## config.mk

```make
export PLATFORM = sky130hd
export DESIGN_NAME = pipo_arb
export DESIGN_NICKNAME = d
export VERILOG_FILES = /design/src/rtl/pipo_pkg.sv /design/src/rtl/rr_arb2.sv /design/src/rtl/pipo_arb.sv
export SDC_FILE = /design/constraint.sdc
export NUM_CORES = 1
export LEC_CHECK = 0
export ABC_AREA = 1
export CAP_MARGIN = 0
export CELL_PAD_IN_SITES_DETAIL_PLACEMENT = 0
export CELL_PAD_IN_SITES_GLOBAL_PLACEMENT = 1
export CORE_MARGIN = 2
export CORE_UTILIZATION = 25
export CTS_BUF_LIST = sky130_fd_sc_hd__clkbuf_4
export CTS_CLUSTER_SIZE = 30
export DETAILED_ROUTE_END_ITERATION = 10
export PLACE_DENSITY = 0.66
export SYNTH_ARGS = -nofsm -noshare
export SYNTH_HDL_FRONTEND = slang
export SYNTH_SLANG_ARGS = --single-unit
```

## constraint.sdc

```tcl
create_clock -name clk -period 2 [get_ports clk]
set_input_delay 0.3 -clock clk [delete_from_list [all_inputs] [get_ports clk]]
set_output_delay 0.3 -clock clk [all_outputs]
set_load 0.1 [all_outputs]
```

## src/rtl/pipo_pkg.sv

```systemverilog
// Shared types and defaults for the two-requester holding-register arbiter.
package pipo_pkg;

   typedef enum logic {
      EMPTY = 1'b0,
      FULL  = 1'b1
   } state_t;

   localparam int WIDTH_DEF = 4;
   localparam int CNT_W_DEF = 8;

   typedef logic req_idx_t;

   // The requester that should be favoured after idx has been served.
   function automatic req_idx_t next_prio(input req_idx_t idx);
      return ~idx;
   endfunction

endpackage

```

## src/rtl/rr_arb2.sv

```systemverilog
// Two-way round-robin pick: one-hot grant plus winner index, purely combinational.
module rr_arb2
   import pipo_pkg::*;
(
   input  logic [1:0] req,
   input  req_idx_t   prio,
   input  logic       enable,
   output logic [1:0] gnt,
   output req_idx_t   idx
);

   logic [1:0] gnt_s;
   req_idx_t   idx_s;

   // Winner selection; prio only matters when both requesters are valid.
   always_comb begin
      gnt_s = 2'b00;
      idx_s = 1'b0;
      if (enable) begin
         case (req)
            2'b01: begin
               gnt_s = 2'b01;
               idx_s = 1'b0;
            end
            2'b10: begin
               gnt_s = 2'b10;
               idx_s = 1'b1;
            end
            2'b11: begin
               if (prio) begin
                  gnt_s = 2'b10;
                  idx_s = 1'b1;
               end else begin
                  gnt_s = 2'b01;
                  idx_s = 1'b0;
               end
            end
            default: begin
               gnt_s = 2'b00;
               idx_s = 1'b0;
            end
         endcase
      end else begin
         gnt_s = 2'b00;
         idx_s = 1'b0;
      end
   end

   assign gnt = gnt_s;
   assign idx = idx_s;

endmodule

```

## src/rtl/pipo_arb.sv

```systemverilog
// Round-robin load controller sharing one parallel holding register between two
// requesters, with a valid/ready consumer side and back-to-back reload.
module pipo_arb
   import pipo_pkg::*;
#(
   parameter int WIDTH = WIDTH_DEF,
   parameter int CNT_W = CNT_W_DEF
) (
   input  logic             clk,
   input  logic             reset,
   input  logic             clear,
   input  logic [1:0]       req_valid,
   input  logic [WIDTH-1:0] req_data0,
   input  logic [WIDTH-1:0] req_data1,
   output logic [1:0]       req_ready,
   output logic [WIDTH-1:0] out_data,
   output logic             out_valid,
   input  logic             out_ready,
   output logic             out_src,
   output logic [CNT_W-1:0] xfer_count
);

   state_t           state_r;
   state_t           state_nxt_s;
   logic [WIDTH-1:0] out_data_r;
   req_idx_t         out_src_r;
   req_idx_t         prio_r;
   logic [CNT_W-1:0] xfer_count_r;

   logic             out_valid_s;
   logic             free_s;
   logic             grant_en_s;
   logic [1:0]       gnt_s;
   req_idx_t         win_idx_s;
   logic             xfer_s;
   logic [WIDTH-1:0] win_data_s;

   assign out_valid_s = (state_r == FULL);
   assign free_s      = (state_r == EMPTY) | (out_valid_s & out_ready);
   // reset gates the grant so req_ready is low for the whole reset pulse.
   assign grant_en_s  = free_s & ~clear & ~reset;

   rr_arb2 u_rr_arb2 (
      .req    (req_valid),
      .prio   (prio_r),
      .enable (grant_en_s),
      .gnt    (gnt_s),
      .idx    (win_idx_s)
   );

   assign xfer_s     = |(gnt_s & req_valid);
   assign win_data_s = win_idx_s ? req_data1 : req_data0;

   // FSM state register.
   always_ff @(posedge clk or posedge reset) begin
      if (reset) begin
         state_r <= EMPTY;
      end else begin
         state_r <= state_nxt_s;
      end
   end

   // Next state: a transfer always fills; otherwise a consume or clear empties.
   always_comb begin
      state_nxt_s = state_r;
      case (state_r)
         EMPTY: begin
            if (xfer_s) begin
               state_nxt_s = FULL;
            end else begin
               state_nxt_s = EMPTY;
            end
         end
         FULL: begin
            if (xfer_s) begin
               state_nxt_s = FULL;
            end else if (out_ready || clear) begin
               state_nxt_s = EMPTY;
            end else begin
               state_nxt_s = FULL;
            end
         end
         default: begin
            state_nxt_s = EMPTY;
         end
      endcase
   end

   // Holding register, source tag and round-robin pointer load on a transfer.
   always_ff @(posedge clk or posedge reset) begin
      if (reset) begin
         out_data_r <= {WIDTH{1'b0}};
         out_src_r  <= 1'b0;
         prio_r     <= 1'b0;
      end else if (xfer_s) begin
         out_data_r <= win_data_s;
         out_src_r  <= win_idx_s;
         prio_r     <= next_prio(win_idx_s);
      end else begin
         out_data_r <= out_data_r;
         out_src_r  <= out_src_r;
         prio_r     <= prio_r;
      end
   end

   // Accepted-transfer counter; wraps silently.
   always_ff @(posedge clk or posedge reset) begin
      if (reset) begin
         xfer_count_r <= {CNT_W{1'b0}};
      end else if (xfer_s) begin
         xfer_count_r <= xfer_count_r + {{(CNT_W-1){1'b0}}, 1'b1};
      end else begin
         xfer_count_r <= xfer_count_r;
      end
   end

   assign req_ready  = gnt_s;
   assign out_data   = out_data_r;
   assign out_valid  = out_valid_s;
   assign out_src    = out_src_r;
   assign xfer_count = xfer_count_r;

endmodule
```

==> results.toml, run 1 <==
[cts]
clockRootBuffer = "clkbuf_4"
cts-htree-levels = 1
clkTransAtPathRegs_ns = 0.10
cts.sinks = 15
clk_latency_ns = 0.29
max-clock-path-buffers = 2
cts_buffers = 3
postCtsHoldBufs = 0
cts_resized = 0
tritoncts = "done"
post_cts_buffers = 0

[finish]
nNetsFinal = 156
layout-drive-gt1-share_pct = 25.7
layout_common_cells = "46 x nand2_1, 15 x dfrtp_1, 15 x buf_4, 13 x clkdlybuf4s50_1, 9 x inv_1"
fillerInstances = 358
diodes = 0
syn2layout_area_growth_pct = 43.1
layout_commonest_cell = "nand2_1"
stdcell_count = 186

[timing]
maxSlewHeadroom_pct = 56.2
min_period_ns = 1.76
skew_ns = 0.00616
fmax_ghz = 0.568
final_hold_viol_count = 0
slew_viol_final = 0
timing.final.crit_share_pct = 88.1
worst_pin_slew_ns = 0.657
rsz0062_at_grt = "no"
setup_violations = 0
tns_ns = 0

[worst_setup_path]
crit_path_end_kind = "output pin"
startpoint_type = "primary input"
arrival_ns = 1.46
worstPathRequired_ns = 1.70
critPathKind = "in -> out"
critPathMaxFanout = 5
reg2reg_depth = 5

[synth]
synth.yosys.seq_area_share_pct = 44.8
synth_nets = 122
avgSynthCellArea_um2 = 7.83
syn-instance-count = 107
synth_cell_types = 19
netlist_area_um2 = 838
yosysWarnings = 0
ys_seq_elements = 15

[power]
p_leak_nw = 0.591
powerDensity_nw_per_um2 = 1300
irDropWorstVdd_mv = 0.470

[floorplanning]
core_um2 = 3280
dieArea_um2 = 3830
num_rows = 21
die_w_um = 61.9
pin_count = 30
start_util_pct = 25.5
die_h_um = 61.9

[global_route]
grt_pass1_wl_um = 3250
grt_usage_pct = 11.9
grt_overflow = 0
first_global_vias = 768
grt_max_degree = 16
antenna_found_initial = 0

[routing]
drt_pass1_iterations = 4
vias = 751
drt_iter0_drc = 29
routed_wl_um = 1910
drc_errors = 0
routedWlPerCell_um = 10.2
vias_per_cell = 4.04
ant_nets = 0

[place]
placed_cells = 182
port_buffers = 29
dp_hpwl_um = 1500
routabilityCongestion = 0.665

[hold_path]
holdCritPathClass = "in -> async"

[flow_run]
maxCapViolations = 0

[outcome]
outcome = "complete, no violations"
[stage by stage]
stage          area, um^2  setup WS, ns  hold WS, ns  total power [mW]  utilization [%]
3_5_place_dp         1170         0.238        0.475              1.39             35.7
3_3_place_gp         1170         0.243        0.473              1.39             35.7
5_1_grt              1200         0.102        0.404              1.65             36.5
2_1_floorplan         843        0.0889        0.127              1.18                -
4_1_cts              1200         0.232        0.378              1.58             36.5
6_report             1200         0.239        0.381              1.56             36.5
[layout make-up]
class,count,area [um^2],share of cell area (%)
Inverter,11,41.3,3.44
Multi-Input combinational cell,80,415,34.6
Clock buffer,3,22.5,1.88
Clock inverter,1,5.00,0.417
Sequential cell,15,375,31.3
Tap cell,46,57.6,4.80
Timing Repair Buffer,30,283,23.6
[report_power, final]
group	total [mW]	switching [mW]	leakage, nW	internal, mW
clock	0.180	0.106	0.0177	0.0744
combinational	0.903	0.693	0.381	0.210
sequential	0.480	0.101	0.192	0.379
total	1.56	0.900	0.591	0.663
[worst max-delay path: stages]
cell and delay [ns]:
clkdlybuf4s50_1 0.47, inv_1 0.14, nand2_1 0.06, nand2_1 0.08, nand2_1 0.09, inv_2 0.12, buf_12 0.18
[cell families (layout without fill, tap and decap cells)]
kind of cell    after synthesis  after routing  share of synthesized area, %
simple gates                 70             70                          37.2
flops                        15             15                          44.8
buf+inv                      12             45                          6.27
compound gates                5              5                          5.22
xor+xnor                      4              4                          5.08
fa+ha+maj                     1              1                          1.49
[synthesized netlist by cell type, drive strengths merged]
cell	number	area share, %
nand2	50	24
dfrtp	15	45
inv	11	4.9
nand3	9	6.0
nor2	9	5.2
o21ai	4	3.3
nand3b	2	1.8
xnor2	2	2.1
xor2	2	3.0
a21oi	1	1.9
buf	1	1.3
ha	1	1.5
[metal layers]
metal  GRT usage (%)  vias to the layer above  part of all wire, %
met1            13.8                      332                   45
met3            4.76                        0                  6.9
li1                -                      393                    -
met4            2.74                        0                    0
met5               0                        -                    0
met2            20.6                       26                   48
[state kept, by name, summed over array words and instances, names as in the netlist]
register / cells
out_data: 4
xfer_count: 8
out_src: 1
prio_r: 1
out_valid: 1
[path summary, 6_finish.rpt]
| kind | startpoint | endpoint | slack [ns] |
|---|---|---|---|
| worst max-delay path | req_valid[0] | req_ready[1] | 0.24 |
| worst min-delay path | reset | out_valid | 0.38 |
| worst max register to register | xfer_count[0] | xfer_count[4] | 0.76 |
| worst min register to register | out_src | out_src | 0.50 |
| max in group asynchronous | reset | out_data[2] | 1.43 |
| min in group clk | out_src | out_src | 0.50 |
No activity file was read; power rests on OpenSTA's default activity.
==> run 2: changes to the inputs <==
CORE_MARGIN = 5   (was 2)
GPL_ROUTABILITY_DRIVEN = 0   (was default)
==> run 2 against run 1 <==
  * Fmax hardly changed
  * Clock power hardly changed
  * Total power is 0.15% lower
  * Utilization stayed put
  * Hold slack better by 0.017 ns
  * Worst setup slack hardly changed
  * First-iteration DRC count is 55% lower
  * Cell area stayed put
  * Global-route usage is 1.5 points lower
  * Via count is 0.27% higher
  * Critical path type unchanged
  * Largest cell class unchanged
==> results.toml, run 2 (synthesis gave the netlist of run 1 again) <==
[timing]
maxSlewHeadroom_pct = 54.1
final_hold_viol_count = 0
rsz0062_at_grt = "no"
setup_violations = 0
final.setup.worst_slack_ns = 0.239
min_period_ns = 1.76
skew_ns = 0.00223
slew_viol_final = 0
tns_ns = 0
worst_pin_slew_ns = 0.689
timing.final.crit_share_pct = 88.0
fmax_ghz = 0.568

[power]
p_leak_nw = 0.591
irDropWorstVdd_mv = 0.618
powerDensity_nw_per_um2 = 1300

[finish]
layout_commonest_cell = "nand2_1"
syn2layout_area_growth_pct = 43.1
largest_reg_flops = 8
layout-drive-gt1-share_pct = 25.7
layout_common_cells = "46 x nand2_1, 15 x dfrtp_1, 15 x buf_4, 13 x clkdlybuf4s50_1, 9 x inv_1"
diodes = 0
nNetsFinal = 156

[outcome]
outcome = "complete, no violations"

[routing]
drt_iter0_drc = 13
vias = 753
routed_wl_um = 2010
vias_per_cell = 4.05
drt_pass1_iterations = 4
drc_errors = 0
ant_nets = 0
routedWlPerCell_um = 10.8

[global_route]
antenna_found_initial = 0
first_global_vias = 805
grt_usage_pct = 10.4
grt_overflow = 0
grt_pass1_wl_um = 3650
grt_max_degree = 16

[floorplanning]
start_util_pct = 25.5
die_h_um = 67.9
pin_count = 30
die_w_um = 67.9
dieArea_um2 = 4610
core_um2 = 3280
num_rows = 21

[cts]
cts_buffers = 3
tritoncts = "done"
clkTransAtPathRegs_ns = 0.10
clk_latency_ns = 0.29
post_cts_buffers = 0
postCtsHoldBufs = 0
max-clock-path-buffers = 2
cts_resized = 0
cts-htree-levels = 1
cts.sinks = 15
clockRootBuffer = "clkbuf_4"

[hold_path]
holdCritPathClass = "in -> async"

[worst_setup_path]
worstPathRequired_ns = 1.70
critPathMaxFanout = 5
crit_path_end_kind = "output pin"
critPathKind = "in -> out"
r2r_slack_ns = 0.78
arrival_ns = 1.46
startpoint_type = "primary input"

[place]
dp_hpwl_um = 1540
port_buffers = 29
pre_cts_ws_ns = 0.229

[flow_run]
maxCapViolations = 0
==> run 2: cell counts in the layout (fill, tap and decap cells not counted) <==
Identical to the previous run, type by type.
==> run 2: through the flow <==
stage / util (%) / instances / power, mW / area, um^2 / hold WS, ns
floorplan: - / 107 / 1.18 / 843 / 0.127
global placement: 35.7 / 182 / 1.39 / 1170 / 0.473
detailed placement: 35.7 / 182 / 1.39 / 1170 / 0.466
CTS: 36.5 / 186 / 1.59 / 1200 / 0.391
global route: 36.5 / 186 / 1.65 / 1200 / 0.430
finish: 36.5 / 186 / 1.56 / 1200 / 0.399
==> run 2: layer usage <==
| metal | vias to the layer above | routed length (um) | track usage, % |
|---|---|---|---|
| met2 | 26 | 920 | 17.4 |
| li1 | 393 | - | - |
| met5 | - | 0 | 0 |
| met1 | 332 | 905 | 12.4 |
| met4 | 0 | 9 | 2.23 |
| met3 | 2 | 169 | 4.60 |
==> run 2: critical path, stage by stage <==
cell	delay (ns)
clkdlybuf4s50_1	0.45
inv_2	0.08
nand2_2	0.05
nor2_2	0.15
nand2_1	0.12
inv_2	0.13
buf_12	0.18
==> run 2: final cells by class <==
| class | count | area [um^2] |
|---|---|---|
| clock buffers | 3 | 22.5 |
| clock inverters | 1 | 5.00 |
| fillers | 358 | 2080 |
| inverters | 11 | 41.3 |
| multi-input cells | 80 | 415 |
| flip-flops and latches | 15 | 375 |
| well taps | 46 | 57.6 |
| repair buffers | 30 | 283 |
==> run 2: final timing paths <==
kind / cells after the start / endpoint / from
max: 7 / req_ready[1] / reset
min: 3 / xfer_count[1] / reset
max reg2reg: 5 / out_valid / out_valid
min reg2reg: 2 / out_data[3] / out_data[3]
max in group asynchronous: 3 / out_data[2] / reset
min in group clk: 2 / out_data[3] / out_data[3]
==> run 2: power by group <==
group	leakage (nW)	switching, mW	total [mW]	internal, mW
Clock	0.0177	0.107	0.181	0.0743
Combinational	0.381	0.693	0.903	0.210
Sequential	0.192	0.0977	0.477	0.379
Total	0.591	0.898	1.56	0.663
